`config.mk`:
```
export PLATFORM = sky130hd
export DESIGN_NAME = rsa_decrypt
export DESIGN_NICKNAME = d
export VERILOG_FILES = /design/src/rtl/rsa_pkg.sv /design/src/rtl/rsa_decrypt_mod_reduce.sv /design/src/rtl/rsa_decrypt.sv
export SDC_FILE = /design/constraint.sdc
export NUM_CORES = 1
export LEC_CHECK = 0
export BUFFER_PORTS_ARGS = -buffer_cell sky130_fd_sc_hd__buf_4
export CORE_MARGIN = 2
export CORE_UTILIZATION = 65
export CTS_CLUSTER_SIZE = 10
export DETAILED_ROUTE_END_ITERATION = 8
export GPL_ROUTABILITY_DRIVEN = 0
export PLACE_DENSITY = 0.95
export SLEW_MARGIN = 20
export SYNTH_ARGS = -nofsm -noshare
export SYNTH_HDL_FRONTEND = slang
export SYNTH_HIERARCHICAL = 1
export SYNTH_SLANG_ARGS = --single-unit
```
`constraint.sdc`:
```
create_clock -name clk -period 8.1 [get_ports clk]
set_clock_uncertainty 0.1 [all_clocks]
set_input_delay 0.81 -clock clk [delete_from_list [all_inputs] [get_ports clk]]
set_output_delay 0.81 -clock clk [all_outputs]
set_load 0.01 [all_outputs]
```
`src/rtl/rsa_pkg.sv`:
```
// Shared definitions for the RSA decryptor slice.
// Contents: operand/product widths, decryptor FSM state encoding,
// per-bit latency constants, and the single-step restoring remainder helper.
package rsa_pkg;

    localparam int W            = 6;   // operand width
    localparam int PW           = 12;  // product width (2*W)
    localparam int MODMUL_CYC   = 13;  // issue cycle + 12 reduction cycles
    localparam int BIT_BASE_CYC = 14;  // square + NEXT per exponent bit

    typedef enum logic [2:0] {
        IDLE  = 3'd0,
        SQR   = 3'd1,
        SQR_W = 3'd2,
        MUL   = 3'd3,
        MUL_W = 3'd4,
        NEXT  = 3'd5,
        DONE  = 3'd6
    } state_t;

    // One restoring-division step: shift the next dividend bit into the
    // partial remainder, subtract the modulus if it fits. The partial
    // remainder is kept one bit wider than W so the shifted value never
    // overflows before the compare.
    function automatic logic [W:0] reduce_step(
        input logic [W:0]   rem,
        input logic         din,
        input logic [W-1:0] modulus
    );
        logic [W+1:0] shifted;
        logic [W:0]   diff;
        shifted = {rem, din};
        diff    = shifted[W:0] - {1'b0, modulus};
        if (shifted >= {2'b00, modulus}) begin
            reduce_step = diff;
        end else begin
            reduce_step = shifted[W:0];
        end
    endfunction

endpackage

```
`src/rtl/rsa_decrypt_mod_reduce.sv`:
```
// Restoring remainder engine: rem = dividend mod modulus.
// Ports:
//   clk, rst      - clock, synchronous active-high reset
//   go            - start a reduction (ignored while one is running)
//   dividend[11:0], modulus[5:0] - operands, sampled on accepted go
//   rem[5:0]      - remainder, valid while rvalid is high
//   rvalid        - one-cycle pulse, 12 cycles after the go cycle
// The first dividend bit is consumed on the go edge itself, the remaining
// eleven on the following edges, which puts rvalid exactly 12 cycles after
// the issue cycle.
module mod_reduce
    import rsa_pkg::*;
(
    input  logic          clk,
    input  logic          rst,
    input  logic          go,
    input  logic [PW-1:0] dividend,
    input  logic [W-1:0]  modulus,
    output logic [W-1:0]  rem,
    output logic          rvalid
);

    logic [W:0]    rem_r;
    logic [PW-1:0] shift_r;
    logic [W-1:0]  mod_r;
    logic [3:0]    cnt_r;
    logic          running_r;
    logic          rvalid_r;

    // Bit-serial restoring reduction, MSB first.
    always_ff @(posedge clk) begin
        if (rst) begin
            rem_r     <= '0;
            shift_r   <= '0;
            mod_r     <= '0;
            cnt_r     <= 4'd0;
            running_r <= 1'b0;
            rvalid_r  <= 1'b0;
        end else begin
            rvalid_r <= 1'b0;
            if (running_r) begin
                rem_r   <= reduce_step(rem_r, shift_r[PW-1], mod_r);
                shift_r <= {shift_r[PW-2:0], 1'b0};
                cnt_r   <= cnt_r - 4'd1;
                if (cnt_r == 4'd1) begin
                    running_r <= 1'b0;
                    rvalid_r  <= 1'b1;
                end
            end else if (go) begin
                mod_r     <= modulus;
                rem_r     <= reduce_step({(W+1){1'b0}}, dividend[PW-1], modulus);
                shift_r   <= {dividend[PW-2:0], 1'b0};
                cnt_r     <= 4'd11;
                running_r <= 1'b1;
            end
        end
    end

    assign rem    = rem_r[W-1:0];
    assign rvalid = rvalid_r;

endmodule

```
`src/rtl/rsa_decrypt.sv`:
```
// Sequential RSA decryptor: plain = cipher^key_d mod N (6-bit operands),
// left-to-right square-and-multiply over all six exponent bits.
// Ports:
//   clk, rst              - clock, synchronous active-high reset
//   start                 - one-cycle request, sampled only in IDLE
//   cipher, N, key_d      - operands, captured on accepted start
//   plain                 - result, held until the next accepted start
//   done                  - one-cycle pulse when plain/err are valid
//   busy                  - high from the cycle after accept through done
//   err                   - N<2 or cipher>=N; valid with done
module rsa_decrypt
    import rsa_pkg::*;
(
    input  logic         clk,
    input  logic         rst,
    input  logic         start,
    input  logic [W-1:0] cipher,
    input  logic [W-1:0] N,
    input  logic [W-1:0] key_d,
    output logic [W-1:0] plain,
    output logic         done,
    output logic         busy,
    output logic         err
);

    state_t        state_r;
    logic [W-1:0]  cipher_r;
    logic [W-1:0]  n_r;
    logic [W-1:0]  key_r;
    logic [W-1:0]  acc_r;
    logic [2:0]    idx_r;
    logic [W-1:0]  plain_r;
    logic          done_r;
    logic          busy_r;
    logic          err_r;

    logic          red_go_s;
    logic [PW-1:0] red_dividend_s;
    logic [W-1:0]  red_rem_s;
    logic          red_valid_s;

    // Reducer request: issue the square or multiply product in the issue states.
    always_comb begin
        red_go_s       = 1'b0;
        red_dividend_s = '0;
        case (state_r)
            SQR: begin
                red_go_s       = 1'b1;
                red_dividend_s = {6'd0, acc_r} * {6'd0, acc_r};
            end
            MUL: begin
                red_go_s       = 1'b1;
                red_dividend_s = {6'd0, acc_r} * {6'd0, cipher_r};
            end
            default: begin
                red_go_s       = 1'b0;
                red_dividend_s = '0;
            end
        endcase
    end

    mod_reduce u_mod_reduce (
        .clk      (clk),
        .rst      (rst),
        .go       (red_go_s),
        .dividend (red_dividend_s),
        .modulus  (n_r),
        .rem      (red_rem_s),
        .rvalid   (red_valid_s)
    );

    // Control FSM with registered outputs. Leading zero exponent bits are
    // still squared so that latency depends only on the exponent popcount.
    always_ff @(posedge clk) begin
        if (rst) begin
            state_r  <= IDLE;
            cipher_r <= '0;
            n_r      <= '0;
            key_r    <= '0;
            acc_r    <= '0;
            idx_r    <= 3'd0;
            plain_r  <= '0;
            done_r   <= 1'b0;
            busy_r   <= 1'b0;
            err_r    <= 1'b0;
        end else begin
            done_r <= 1'b0;
            case (state_r)
                IDLE: begin
                    if (start) begin
                        cipher_r <= cipher;
                        n_r      <= N;
                        key_r    <= key_d;
                        acc_r    <= 6'd1;
                        idx_r    <= 3'd5;
                        busy_r   <= 1'b1;
                        if ((N < 6'd2) || (cipher >= N)) begin
                            err_r   <= 1'b1;
                            plain_r <= '0;
                            done_r  <= 1'b1;
                            state_r <= DONE;
                        end else begin
                            err_r   <= 1'b0;
                            state_r <= SQR;
                        end
                    end else begin
                        state_r <= IDLE;
                    end
                end
                SQR: begin
                    state_r <= SQR_W;
                end
                SQR_W: begin
                    if (red_valid_s) begin
                        acc_r   <= red_rem_s;
                        state_r <= key_r[idx_r] ? MUL : NEXT;
                    end else begin
                        state_r <= SQR_W;
                    end
                end
                MUL: begin
                    state_r <= MUL_W;
                end
                MUL_W: begin
                    if (red_valid_s) begin
                        acc_r   <= red_rem_s;
                        state_r <= NEXT;
                    end else begin
                        state_r <= MUL_W;
                    end
                end
                NEXT: begin
                    if (idx_r == 3'd0) begin
                        plain_r <= acc_r;
                        done_r  <= 1'b1;
                        state_r <= DONE;
                    end else begin
                        idx_r   <= idx_r - 3'd1;
                        state_r <= SQR;
                    end
                end
                DONE: begin
                    busy_r  <= 1'b0;
                    state_r <= IDLE;
                end
                default: begin
                    busy_r  <= 1'b0;
                    state_r <= IDLE;
                end
            endcase
        end
    end

    assign plain = plain_r;
    assign done  = done_r;
    assign busy  = busy_r;
    assign err   = err_r;

endmodule

```
# --- Word-level counts from Yosys, hierarchy flattened ---
# Index checks and enable logic that the tools add are counted.
op_classes:
  n_lt_le_gt_ge: 5
  bitwise_logic: 2
  mul: 2
  mux: 39
  n_eq_ne: 11
  n_reduce_logical: 16
  n_addsub: 4
op_table:
  columns: ["operator", "count"]
  rows:
  - ["$mux W6", 5]
  - ["$mux W7", 4]
  - ["$mul A6 B6 Y12", 2]
  - ["$mux W12", 2]
  - ["$pmux W12 S2", 1]
  - ["$pmux W6 S2", 2]
  - ["$mux W3", 7]
  - ["$pmux W3 S6", 1]
  - ["$mux W1", 11]
  - ["$ge A8 B6 Y1", 1]
  - ["$mux W4", 2]
  - ["$ne A2 B2 Y1 const B", 4]
  - ["$sub A1 B6 Y7", 1]
  - ["$sub A7 B6 Y7", 1]
  - ["$eq A3 B2 Y1 const B", 2]
  - ["$eq A3 B3 Y1 const B", 2]
  - ["$ge A1 B6 Y1", 1]
  - ["$ge A6 B6 Y1", 1]
  - ["$logic_not A3 Y1", 2]
  - ["$lt A6 B2 Y1 const B", 1]
  - ["$pmux W3 S2", 1]
  - ["$reduce_and A2 Y1", 3]
  - ["$reduce_and A3 Y1", 2]
  - ["$reduce_bool A2 Y1", 3]
  - ["13 further kinds", 17]
word_totals:
  regBits: 69
  in_bits: 21
  out_inout_bits: 9
  elab_cells: 95

# --- Depth between registers and ports, before layout ---
depth:
  ltp_word: 6
  ltp_mapped: 21

# --- Modules after synthesis ---
# The synthesis kept the hierarchy.
by_module_without_submodules:
  columns: ["module", "seq_area_each_um2", "instances", "area_each_um2", "cells_each"]
  rows:
  - ["rsa_decrypt", 780.7, 1, 3748.6, 471]
  - ["mod_reduce", 600.6, 1, 1765.4, 219]

# --- Worst setup path before layout ---
# Ideal clock, no wire load.
synth_timing:
  kind: "register -> register"
  startpoint: "reg acc_r[3]"
  endpoint: "reg u_mod_reduce.rem_r[1]"
  t_required_ps: 7878
  arrival_ps: 4613
  period_less_slack_ps: 4835
  slack_ps: 3265
  setup_time_ps: 122
  stages_incl_launch_ff: 20
  cell_sequence: "dfxtp_1 -> clkbuf_1 -> and2_1 -> fa_1 -> inv_1 -> fa_1 -> fa_1 -> inv_1 -> ha_1 -> a211oi_1 -> nor2_1 -> o221ai_1 -> xnor2_1 -> o22ai_1 -> inv_1 -> ha_1 -> o21ai_0 -> nor2_1 -> a22o_1 -> a221o_1"
synth_via:
  elab_chain_len: 6
synth_rtl:
  columns: ["element", "line_no", "source"]
  rows:
  - ["start, declared", "rsa_decrypt.sv:30", "logic [W-1:0] acc_r;"]
  - ["start signal, assigned", "rsa_decrypt.sv:115", "acc_r <= red_rem_s;"]
  - ["start signal, assigned", "rsa_decrypt.sv:126", "acc_r <= red_rem_s;"]
  - ["$mul A6 B6 Y12, on equally long branches", "rsa_decrypt.sv:53, rsa_decrypt.sv:49", null]
  - ["$pmux W12 S2 (*)", "rsa_decrypt.sv:46", "case (state_r)"]
  - ["via red_dividend_s[11]", "rsa_decrypt.sv:38", "logic [PW-1:0] red_dividend_s;"]
  - ["$sub A1 B6 Y7 or $ge A1 B6 Y1 (tied branches)", "rsa_pkg.sv:33, rsa_pkg.sv:34", null]
  - ["$mux W7 (*)", "rsa_pkg.sv:34", "if (shifted >= {2'b00, modulus}) begin"]
  - ["$mux W7 (*)", "rsa_decrypt_mod_reduce.sv:49", "end else if (go) begin"]
  - ["$mux W7 (*)", "rsa_decrypt_mod_reduce.sv:41", "if (running_r) begin"]
  - ["end signal, assigned", "rsa_decrypt_mod_reduce.sv:42", "rem_r <= reduce_step(rem_r, shift_r[PW-1], mod_r);"]
  - ["end signal, assigned", "rsa_decrypt_mod_reduce.sv:51", "rem_r <= reduce_step({(W+1){1'b0}}, dividend[PW-1], modulus);"]
  - ["end, declared", "rsa_decrypt_mod_reduce.sv:23", "logic [W:0] rem_r;"]
# Mark *: on every way through the listed nets, which the timed path passes. The rest lies on a longest branch. The select of a mux whose other input is x is not followed.
# A chain may end at the register's enable or synchronous reset.

# --- Worst setup path after layout ---
# Ends and elaborated chain as after synthesis.

==> summary.md <==
| Metric | Value |
|---|---|
| Syn Area/Cell | 7.991 um2 |
| First-pass detailed-route iteration total | 7 |
| Worst-path clk slew | 0.08 ns |
| Critical path type | reg2reg |
| Post-route ant nets | 0 |
| Post-synth top cells | nor2_1 (77), inv_1 (75), nand2_1 (75) |
| Die width | 96.11 um |
| Vias in the first global route | 4581 |
| HPWL after detailed placement | 9.895 mm |
| Post-synth ARST share | 0% |
| Largest net degree at the start of global routing | 62 |
| FP Rows | 33 |
| # hold bufs at CTS | 0 |
| Wire length of the first global-routing pass | 20.98 mm |
| Status | finished clean |
| Min-delay src | key_r[1] |
| Synth warn | 6 |
| Initial DRC Count | 345 |
| Crit end category | register |
| Fillers | 564 |
| Synth Register Bits | 69 |
| Height of the die | 96.11 um |
| Post-synthesis simple-gate area fraction | 22.80% |
| Nets | 794 |
| Final Cycle Share | 66.03% |
| Longest Clk Path Bufs | 2 |
| Maximum operating frequency | 187.0 MHz |
| CP peak stage delay | 0.67 ns |
| RSZ-0062 raised after global routing | false |
| Largest family of logic cells by synthesized area | simple AND/OR/NAND/NOR gates |
| Diodes inserted | 0 |
| Slew Viols, Final | 0 |
| Final hold violation count | 0 |
| Most frequent cell after synthesis | nor2_1 |
| Clock sinks | 69 |
| H-tree levels | 3 |
| Maxcap violations | 0 |
| CP max stage cell | dfxtp_1 |
| GRT Overall Usage | 29.19% |
| Clk_lat worst skew | 0.35 ns |
| Critical path arrival | 5.49 ns |
| Syn Inst Count | 690 |
| Prevailing post-synth register cell | dfxtp_1 |
| Via density | 5.980 |
| Pwr dens | 156.8 mW/mm2 |
| Total vias in the final route | 4814 |
| Post-DR wirelength/cell | 16.23 um |
| Share of cells above drive strength 1 | 9.286% |
| Inserted Clock Buffers | 9 |
| Syn Nets | 789 |
| Initial antenna violation count | 0 |
| Synth Cell Area | 0.005514 mm2 |
| CTS tree | built |
| Core area | 0.008217 mm2 |
| Initial core utilization | 67.11% |
| Compound-Gate Fraction of Synth Area | 16.43% |
| Post-layout min period | 5.349 ns |
| Critical path launch point type | register |
| Die area | 0.009236 mm2 |
| WL final | 13.07 mm |
| CP cell instances | and2_1 -> fa_1 -> inv_1 -> fa_1 -> fa_1 -> inv_1 -> ha_1 -> a211oi_1 -> nor2_1 -> o221ai_1 -> xnor2_1 -> o22ai_1 -> inv_1 -> ha_1 -> o21ai_0 -> nor2_1 -> a22o_1 -> a221o_1 |
| Setup Viol. Count Final | 0 |
| Count of cell types in the netlist | 64 |
| DRC viols | 0 |
| Dominant cell type by area after synthesis | dfxtp_1 |
| PnR worst setup slack | 2.751 ns |
| Slew at the pin closest to its max-slew limit | 0.8565 ns |
| Max_slew headroom | 42.78% |
| Post-synthesis sequential area ratio | 25.05% |
| Peak supply drop | 0.1391 mV |
| Setup slack after placement | 2.870 ns |
| Crit path required time | 8.24 ns |
| Dominant cells by area after synthesis | dfxtp_1 (25%), ha_1 (12%), fa_1 (9.4%) |
| Post-synthesis mux area share | 3.721% |
| Synth top area share | 25.05% |
| CTS root buf | clkbuf_8 |
| Resized cells post-CTS | 0 |
| Top Ports | 30 |
| Adder-Cell Fraction of Synth Area | 21.24% |
| GRT Residual Overflow | 0 |
| # Post-CTS Setup Buffers | 0 |
| Xor and xnor area share after synthesis | 2.224% |
| Leakage power | 2.605 nW |
| Post-Route Setup TNS | 0 ns |
| Critical R2R Launch | acc_r[3] |
| Worst Path Max Fanout | 16 |
| Min-delay worst type | reg2reg |
| Area delta synth->final | 7.102% |
| Crit path from | acc_r[3] |
| Buffers on Ports | 29 |
| Number of synthesized flops with an enable pin | 0 |
-- cells in the final DEF (no fill, tap or decap), drive strengths merged, types with 5 or more instances in the layout --
cell	instances
xnor2	9
buf	30
nand2	76
nor2b	6
nand3	17
nor2	77
inv	75
nand2b	12
nor4	5
o21ai	18
fa	26
a211oi	11
and2	34
a22o	7
clkbuf	10
dfxtp	69
nor3	12
a21o	5
o221ai	5
a21oi	62
xor2	5
mux2i	16
ha	52
-- path summary, 6_finish.rpt --
| path | cells after the start | slack (ns) | to |
|---|---|---|---|
| worst min register to register | 2 | 0.37 | key_r[1] |
| worst max register to register | 18 | 2.75 | u_mod_reduce/rem_r[1] |
| worst max-delay path | 18 | 2.75 | u_mod_reduce/rem_r[1] |
| worst min-delay path | 2 | 0.37 | key_r[1] |
-- flip-flops by register name (all words and copies together) (netlist names), 3 cells and up --
| signal | count |
|---|---|
| idx_r | 3 |
| u_mod_reduce/cnt_r | 4 |
| plain | 6 |
| u_mod_reduce/mod_r | 6 |
| cipher_r | 6 |
| u_mod_reduce/shift_r | 11 |
| state_r | 3 |
| key_r | 6 |
| n_r | 6 |
| u_mod_reduce/rem_r | 7 |
| acc_r | 6 |
-- worst max-delay path, delay by kind of cell (launching register included) --
kind / cells / cell delay (ns)
adder cells (fa/ha/maj): 5 / 2.06
AO/OA/AOI/OAI: 6 / 1.59
flip-flops: 1 / 0.67
AND/OR/NAND/NOR: 3 / 0.45
buffers and inverters: 3 / 0.26
XOR/XNOR: 1 / 0.11
-- layer usage --
| metal | up-vias | share of wire [%] | track usage, % |
|---|---|---|---|
| li1 | 2324 | - | - |
| met1 | 2313 | 42 | 34.77 |
| met2 | 150 | 52 | 52.60 |
| met3 | 27 | 4.0 | 4.229 |
| met4 | 0 | 2.6 | 11.43 |
| met5 | - | 0 | 0 |
-- where the power goes --
part	total, mW	internal, mW	switching [mW]	leakage (nW)
registers	0.403	0.364	0.0387	0.561
logic	0.206	0.0819	0.125	1.93
clock network	0.317	0.181	0.135	0.112
-- kinds of logic (layout without fill, tap and decap cells) --
group	count (synthesis)	count (layout)
XOR/XNOR	14	14
AND/OR/NAND/NOR	260	260
flip-flops	69	69
multiplexers	19	19
buffers and inverters	111	121
AO/OA/AOI/OAI	139	139
adder cells (fa/ha/maj)	78	78
-- cell type report --
cell class | count | area [um2] | share of cell area, %
timing repair buffer | 30 | 225.2 | 3.814
multi-input combinational | 510 | 3662 | 62.01
sequential | 69 | 1381 | 23.39
clock inverter | 6 | 86.33 | 1.462
tap | 105 | 131.4 | 2.225
clock buffer | 10 | 137.6 | 2.331
inverter | 75 | 281.5 | 4.767
-- per-stage QoR --
step	utilization [%]	power (mW)	instances	hold slack, ns	area (um2)
final	71.87	0.9260	805	0.3713	5906
after global routing	71.87	0.9666	805	0.3835	5906
after CTS	71.87	0.9220	805	0.3654	5906
after detailed placement	69.15	0.6086	789	0.3562	5682
after global placement	69.15	0.5951	789	0.3438	5682
after floorplan	-	0.5598	690	0.3329	5514
(Power assumes the default switching activity.)
